File: src/rtl/branch_pc_unit_pkg.sv
// rtl/branch_pc_unit_pkg.sv - shared constants and types for the branch/PC unit
package branch_pc_unit_pkg;

   localparam logic [2:0] F3_BEQ  = 3'b000;
   localparam logic [2:0] F3_BNE  = 3'b001;
   localparam logic [2:0] F3_BLT  = 3'b100;
   localparam logic [2:0] F3_BGE  = 3'b101;
   localparam logic [2:0] F3_BLTU = 3'b110;
   localparam logic [2:0] F3_BGEU = 3'b111;

   localparam logic [31:0] PC_STEP = 32'd4;

   typedef enum logic [0:0] {
      ST_RUN   = 1'b0,
      ST_FLUSH = 1'b1
   } state_e;

endpackage

File: src/rtl/branch_pc_unit_br_cond_eval.sv
// rtl/branch_pc_unit_br_cond_eval.sv - funct3 + comparator flags to branch-condition decoder
module br_cond_eval (
   input  logic [2:0] i_funct3,
   input  logic       i_less,
   input  logic       i_equal,
   output logic       o_cond
);
   import branch_pc_unit_pkg::*;

   always_comb begin
      o_cond = 1'b0;
      case (i_funct3)
         F3_BEQ:  o_cond = i_equal;
         F3_BNE:  o_cond = !i_equal;
         F3_BLT:  o_cond = i_less;
         F3_BGE:  o_cond = !i_less;
         F3_BLTU: o_cond = i_less;
         F3_BGEU: o_cond = !i_less;
         default: o_cond = 1'b0;
      endcase
   end

endmodule

File: src/rtl/branch_pc_unit.sv
// rtl/branch_pc_unit.sv - branch/jump resolution, fetch PC register and post-redirect flush
module branch_pc_unit #(
   parameter logic [31:0] RESET_PC     = 32'h0000_0000,
   parameter int unsigned FLUSH_CYCLES = 2
) (
   input  logic        i_clk,
   input  logic        i_reset,
   input  logic        i_stall,
   input  logic        i_ex_valid,
   input  logic        i_ex_is_br,
   input  logic        i_ex_is_jal,
   input  logic        i_ex_is_jalr,
   input  logic [2:0]  i_ex_funct3,
   input  logic [31:0] i_ex_pc,
   input  logic [31:0] i_ex_imm,
   input  logic [31:0] i_ex_rs1,
   input  logic        i_br_less,
   input  logic        i_br_equal,
   output logic        o_br_uns,
   output logic [31:0] o_pc,
   output logic        o_redirect,
   output logic        o_flush,
   output logic        o_misalign,
   output logic [31:0] o_br_cnt,
   output logic [31:0] o_taken_cnt
);
   import branch_pc_unit_pkg::*;

   localparam logic [2:0] FLUSH_LOAD = 3'(FLUSH_CYCLES - 1);

   state_e      state_q, state_d;
   logic [2:0]  flush_cnt_q, flush_cnt_d;
   logic [31:0] pc_q, pc_d;
   logic [31:0] br_cnt_q, br_cnt_d;
   logic [31:0] taken_cnt_q, taken_cnt_d;
   logic        misalign_q, misalign_d;

   logic        cond;
   logic        considered;
   logic        is_jump;
   logic        take;
   logic        redirect;
   logic [31:0] jalr_sum;
   logic [31:0] target;

   br_cond_eval u_cond (
      .i_funct3 (i_ex_funct3),
      .i_less   (i_br_less),
      .i_equal  (i_br_equal),
      .o_cond   (cond)
   );

   // Jumps win target selection over a simultaneously flagged branch.
   always_comb begin
      considered = i_ex_valid && (state_q == ST_RUN);
      is_jump    = i_ex_is_jal || i_ex_is_jalr;
      take       = considered && (is_jump || (i_ex_is_br && cond));
      jalr_sum   = i_ex_rs1 + i_ex_imm;
      if (i_ex_is_jalr) begin
         target = jalr_sum & 32'hFFFF_FFFE;
      end else begin
         target = i_ex_pc + i_ex_imm;
      end
      redirect = take && !target[1];
   end

   always_comb begin
      pc_d        = pc_q;
      state_d     = state_q;
      flush_cnt_d = flush_cnt_q;
      misalign_d  = take && target[1];
      br_cnt_d    = br_cnt_q + ((considered && i_ex_is_br) ? 32'd1 : 32'd0);
      taken_cnt_d = taken_cnt_q + (redirect ? 32'd1 : 32'd0);

      if (redirect) begin
         pc_d = target;
      end else if (!i_stall) begin
         pc_d = pc_q + PC_STEP;
      end

      // Flush countdown ignores stall so the squash window has a fixed length.
      case (state_q)
         ST_RUN: begin
            if (redirect) begin
               state_d     = ST_FLUSH;
               flush_cnt_d = FLUSH_LOAD;
            end
         end
         ST_FLUSH: begin
            if (flush_cnt_q == 3'd0) begin
               state_d = ST_RUN;
            end else begin
               flush_cnt_d = flush_cnt_q - 3'd1;
            end
         end
         default: state_d = ST_RUN;
      endcase
   end

   always_ff @(posedge i_clk) begin
      if (i_reset) begin
         pc_q        <= RESET_PC;
         state_q     <= ST_RUN;
         flush_cnt_q <= 3'd0;
         misalign_q  <= 1'b0;
         br_cnt_q    <= 32'd0;
         taken_cnt_q <= 32'd0;
      end else begin
         pc_q        <= pc_d;
         state_q     <= state_d;
         flush_cnt_q <= flush_cnt_d;
         misalign_q  <= misalign_d;
         br_cnt_q    <= br_cnt_d;
         taken_cnt_q <= taken_cnt_d;
      end
   end

   assign o_br_uns    = i_ex_funct3[1];
   assign o_pc        = pc_q;
   assign o_redirect  = redirect;
   assign o_flush     = (state_q == ST_FLUSH);
   assign o_misalign  = misalign_q;
   assign o_br_cnt    = br_cnt_q;
   assign o_taken_cnt = taken_cnt_q;

endmodule

File: config.mk
export PLATFORM = sky130hd
export DESIGN_NAME = branch_pc_unit
export DESIGN_NICKNAME = d
export VERILOG_FILES = /design/src/rtl/branch_pc_unit_pkg.sv /design/src/rtl/branch_pc_unit_br_cond_eval.sv /design/src/rtl/branch_pc_unit.sv
export SDC_FILE = /design/constraint.sdc
export NUM_CORES = 1
export LEC_CHECK = 0
export CAP_MARGIN = 40
export CORE_MARGIN = 2
export CORE_UTILIZATION = 54
export DETAILED_ROUTE_END_ITERATION = 10
export GPL_TIMING_DRIVEN = 0
export PLACE_DENSITY = 0.87
export SYNTH_ARGS = -nofsm -noshare
export SYNTH_HDL_FRONTEND = slang
export SYNTH_SLANG_ARGS = --single-unit
File: constraint.sdc
create_clock -name i_clk -period 7.45 [get_ports i_clk]
set_input_delay 1.49 -clock i_clk [delete_from_list [all_inputs] [get_ports i_clk]]
set_output_delay 1.49 -clock i_clk [all_outputs]
set_load 0.02 [all_outputs]
Word level (Yosys, flattened, before mapping)
Cells that the tools add are included.
{"block": "word_totals", "regBits": 101, "inputBits": 108, "output_inout_bits": 100, "wordCells": 49}
{"block": "op_classes", "addsub": 6, "eq_ne": 8, "muxes": 12, "n_bitwise": 1, "n_reduce_logical": 16}
{"cell": "two-way mux 32 bit", "count": 3}
{"cell": "adder 32 x 1 -> 32 bit", "count": 2}
{"cell": "adder 32 bit", "count": 2}
{"cell": "adder 32 x 3 -> 32 bit (second input constant)", "count": 1}
{"cell": "== test 3 bit (second input constant)", "count": 4}
{"cell": "logical AND 1 bit", "count": 6}
{"cell": "logical NOT 3 bit", "count": 2}
{"cell": "two-way mux 3 bit", "count": 2}
{"cell": "one-hot mux 3 bit (2 select lines)", "count": 1}
{"cell": "two-way mux 1 bit", "count": 4}
{"cell": "!= test 2 bit (second input constant)", "count": 2}
{"cell": "one-hot mux 1 bit (4 select lines)", "count": 1}
{"cell": "OR reduction 2 bit", "count": 2}
{"cell": "== test 3 x 1 -> 1 bit (second input constant)", "count": 1}
{"cell": "logical NOT 1 bit", "count": 3}
{"cell": "subtractor 3 x 1 -> 3 bit (second input constant)", "count": 1}
{"cell": "logical OR 1 bit", "count": 2}
{"cell": "!= test 2 x 1 -> 1 bit (second input constant)", "count": 1}
{"cell": "one-hot mux 1 bit (2 select lines)", "count": 1}
{"cell": "AND reduction 2 bit", "count": 1}
{"cell": "NOT 1 bit", "count": 1}

Longest topological paths before layout
{"block": "logic_depth", "word_depth": 9, "depth_mapped": 19, "ltp_nobuf": 16}

By module
A second synthesis with hierarchy kept.
{"block": "unflattened", "hier_cells": 1060, "area_unflattened_um2": 8380.5}
{"mod": "branch_pc_unit", "n_inst": 1, "cells_per_inst": 1055, "area_per_inst_um2": 8344.3, "seq_area_each_um2": 2021.9}
{"mod": "br_cond_eval", "n_inst": 1, "cells_per_inst": 5, "area_per_inst_um2": 36.3, "seq_area_each_um2": 0.0}

Worst setup path before layout
Ideal clock, no wire load.
{"block": "synth_timing", "path_kind": "input to register", "startpoint": "input i_ex_pc[0]", "endpoint": "register taken_cnt_q[25], in the netlist o_taken_cnt[25]", "setup_ns": 0.128, "t_arrival_ns": 4.482, "required_time_ns": 7.322, "path_slack_ns": 2.841, "path_stages": 17, "path_buffers": 3, "cell_sequence": "ha_1 inv_1 fa_1 mux2_2 nand2b_1 clkbuf_8 inv_1 clkbuf_8 buf_2 ha_1 and3_1 nor2b_1 nand3_1 nor3_1 nand3_1 xor2_1 nor2_1"}
{"block": "synth_between", "elab_chain_len": 6}
{"element": "start, declared", "line": "branch_pc_unit.sv:14", "source": "input logic [31:0] i_ex_pc,"}
{"element": "adder 32 bit", "line": "branch_pc_unit.sv:62", "source": "target = i_ex_pc + i_ex_imm;"}
{"element": "two-way mux 32 bit", "line": "branch_pc_unit.sv:59", "source": "if (i_ex_is_jalr) begin"}
{"element": "logical NOT 1 bit", "line": "branch_pc_unit.sv:64", "source": "redirect = take && !target[1];"}
{"element": "logical AND 1 bit", "line": "branch_pc_unit.sv:64"}
{"element": "named net o_redirect", "line": "branch_pc_unit.sv:21", "source": "output logic o_redirect,"}
{"element": "two-way mux 1 bit", "line": "branch_pc_unit.sv:73", "source": "taken_cnt_d = taken_cnt_q + (redirect ? 32'd1 : 32'd0);"}
{"element": "adder 32 x 1 -> 32 bit", "line": "branch_pc_unit.sv:73"}
{"element": "end signal, assigned", "line": "branch_pc_unit.sv:114", "source": "taken_cnt_q <= taken_cnt_d;"}
{"element": "end, declared", "line": "branch_pc_unit.sv:35", "source": "logic [31:0] taken_cnt_q, taken_cnt_d;"}
The timed path passes the listed nets, and every way through them passes these cells.
A chain may end at the register's enable or synchronous reset.

Final worst setup path
{"block": "layout_timing", "startpoint": "input i_ex_imm[0]", "endpoint": "output o_redirect"}
{"block": "layout_between", "elab_chain_len": 4, "elab_cells_between_ends": 5, "cone_classes": "add/sub: 2; mux: 1; reduce/logical: 2"}
{"element": "start, declared", "line": "branch_pc_unit.sv:15", "source": "input logic [31:0] i_ex_imm,"}
{"element": "adder 32 bit (on tied branches)", "line": "branch_pc_unit.sv:62, branch_pc_unit.sv:58"}
{"element": "two-way mux 32 bit (*)", "line": "branch_pc_unit.sv:59"}
{"element": "logical NOT 1 bit (*)", "line": "branch_pc_unit.sv:64"}
{"element": "logical AND 1 bit (*)", "line": "branch_pc_unit.sv:64"}
{"element": "end, declared", "line": "branch_pc_unit.sv:21"}
Every way passes the cells marked *; elsewhere a longest branch is shown, timed or not.

==> results.cfg <==
[synthesis]
syn_nets = 1182
ys_types = 88
synth_ff_type = dfxtp_1
yosysWarningCount = 0
postSynthAreaPerCell_um2 = 8.06
async_flop_share_pct = 0
synth_edf_count = 0
seq_area_frac_synth_pct = 25.0
netlist_area_um2 = 8090
ys_seq_elements = 101
synth_cells = 1003

[pwr]
ir_drop_mv = 0.122
intPower_uw = 1150
total_power_uw = 1680
p_clk_share_pct = 31.2
p_switching_uw = 532
p_seq_share_pct = 35.3
p_comb_share_pct = 33.5
cellLeakagePower_uw = 0.00413
p_per_area_nw_per_um2 = 157
swShare_pct = 31.6

[worst_setup_path]
worstPathArrival_ns = 4.41
criticalPathCategory = in -> out
path_max_fanout = 12
end_kind = primary output
crit_family = buffers and inverters
slowest_stage = clkdlybuf4s50_1
critPathMaxStageDelay_ns = 0.67
path_cells = clkdlybuf4s50_1, ha_1, inv_1, fa_1, mux2_2, nand2b_1, clkbuf_8, inv_1, clkbuf_8, buf_2, clkdlybuf4s50_1
startpoint_type = input pin
cp.buffers_inverters = 7
worstPathRequired_ns = 5.96

[clock_tree]
clock-sinks = 101
cts.repair.resized = 0
clk_pin_slew_ns = 0.07
htreeDepth = 3
cts_made_buffers = 9
clk_latency_ns = 0.35
cts_root_buffer = clkbuf_16
hold_buffers = 0
cts_setup_buffers = 0
clockBufferDepth = 2
cts_tree = done

[floorplanning]
die_h_um = 126
core_um2 = 14600
die_area_um2 = 16000
io_pins = 208
rows = 44
initial_core_util_pct = 55.4
die_x_um = 126

[sta]
slew_headroom_pct = 40.8
fin_skew_ns = 0.00940
max_freq_mhz = 170
fin_ws_ns = 1.55
hold_violations = 0
holdWs_ns = 0.473
maxSlewViolCount = 0
post-route-min-period_ns = 5.90
rsz0062_at_grt = no
finalSetupViolCount = 0
period_share_pct = 79.1
tightest_slew_ns = 0.866
finalSetupTns_ns = 0

[routing]
drc = 0
finalWirelength_mm = 23.5
detail-route-antenna-nets = 0
vias = 8276
drt_iter0_drc = 603
first_pass_iters = 5
wire_per_inst_um = 16.7
viasPerCell = 5.88

[global_routing]
antenna_found_initial = 0
grt_pass1_vias = 7777
grt_pass1_wl_mm = 37.7
grt_max_degree = 16
grt_usage_pct = 28.6
grt_overflow = 0

[cells_and_area]
final_layout_size_suffix_gt1_share_pct = 5.23
num_antenna_cells = 0
nets = 1398
area_growth_syn_to_layout_pct = 32.3
design_area_um2 = 10700

[placed_design]
port_buffers = 205
pre_cts_slack_ns = 1.57
placed_cell_area_um2 = 10400
dpl.hpwl_mm = 18.9
gp_congestion = 0.959

[min_path]
hold_class = reg -> reg

[run_status]
status = finished, final reports clean

[run]
max_cap_viol_count = 0
-- power groups by stage --
stage                     Clock [uW]  Sequential, uW  Combinational (uW)
after global routing             546             597                 610
after global placement             0             605                 546
after floorplan                    0             626                 329
final                            526             594                 563
after CTS                        531             594                 556
after detailed placement           0             606                 552
-- cell usage in the layout, fill, tap and decap left out, drive strengths merged, types with 8 or more instances in the layout --
cell type and count:
a211oi 38, a21o 33, a21oi 74, a31oi 13, and3 16, clkbuf 39
clkdlybuf4s50 205, dfxtp 101, ha 69, inv 25, nand2 81, nand2b 11
nand3 39, nand4 19, nor2 112, nor2b 11, nor3 20, o21a 11
o21ai 54, o21bai 8, or3 19, xnor2 63, xor2 63
-- metrics by stage --
step                cells  util (%)
CTS                  1407      73.3
finish               1407      73.3
floorplan            1003         -
global placement     1392      71.1
global route         1407      73.3
detailed placement   1392      71.1
-- logic make-up after synthesis --
kind of cell             synth area share [%]
flip-flops                               25.0
AO/OA/AOI/OAI                            23.5
adder cells (fa/ha/maj)                  11.2
AND/OR/NAND/NOR                          22.6
multiplexers                            0.573
buffers and inverters                    3.48
XOR/XNOR                                 13.7
-- path summary, 6_finish.rpt --
path                                   from         endpoint  slack, ns  cells past startpoint
worst min-delay path                o_pc[0]          o_pc[0]       0.47                      2
worst min register to register      o_pc[0]          o_pc[0]       0.47                      2
worst max register to register      o_flush  o_taken_cnt[27]       3.88                     14
worst max-delay path            i_ex_imm[0]       o_redirect       1.55                     11
-- cells in the mapped netlist, types with 3 or more instances --
library cell	instances	area [um2]
a211oi_1	37	278
buf_2	6	30.0
xnor2_1	62	543
or3_1	19	119
nand2_1	80	300
nor2_1	112	420
a221oi_1	4	35.0
o21bai_1	8	60.1
clkbuf_8	4	55.1
nor3_1	19	95.1
o21ai_1	8	40.0
and4_4	3	33.8
ha_1	69	863
o31ai_1	3	22.5
nor3b_1	4	30.0
nand3_1	37	185
xor2_1	63	552
a211o_1	4	35.0
o22ai_1	3	18.8
o21ai_0	43	215
nand2b_1	10	62.6
dfxtp_1	101	2020
a31oi_1	12	75.1
a21o_1	33	248
nand4_1	18	113
clkbuf_1	22	82.6
o21a_1	11	82.6
a2111oi_0	4	35.0
inv_1	25	93.8
a221o_1	3	30.0
nor2b_1	11	68.8
or2_2	3	18.8
and4_1	3	26.3
a21oi_1	72	360
o211ai_1	4	30.0
and2_1	5	31.3
and3_1	15	93.8
-- worst register-to-register path, stage by stage (launching register included) --
cell,delay (ns)
dfxtp_1,0.35
nand3b_1,0.22
nand2b_1,0.20
clkbuf_8,0.18
inv_1,0.11
clkbuf_8,0.18
buf_2,0.31
ha_1,0.20
and3_1,0.19
nor2b_1,0.38
nand3_1,0.16
nor3_1,0.56
nand3_1,0.18
xor2_1,0.17
nor2_1,0.06
-- registers in the layout, indices dropped and copies added, names as in the netlist --
register / cells
o_br_cnt: 32
o_pc: 32
o_taken_cnt: 32
flush_cnt_q: 3
o_flush: 1
o_misalign: 1
-- area by class of cell --
class | instances | area (um2)
inverters | 25 | 93.8
plain buffers | 35 | 188
flip-flops and latches | 101 | 2020
multi-input cells | 842 | 5780
clock buffers | 11 | 233
repair buffers | 205 | 2050
fillers | 1162 | 3890
well taps | 184 | 230
clock inverters | 4 | 97.6
-- layer usage --
layer	GRT usage (%)	up-vias	part of all wire (%)
met4	10.9	0	3.1
met2	50.8	304	49
met3	2.87	49	5.6
met1	35.7	3856	42
met5	0	-	0
li1	-	4067	-
Note: power is estimated with default switching activity, not from simulation.
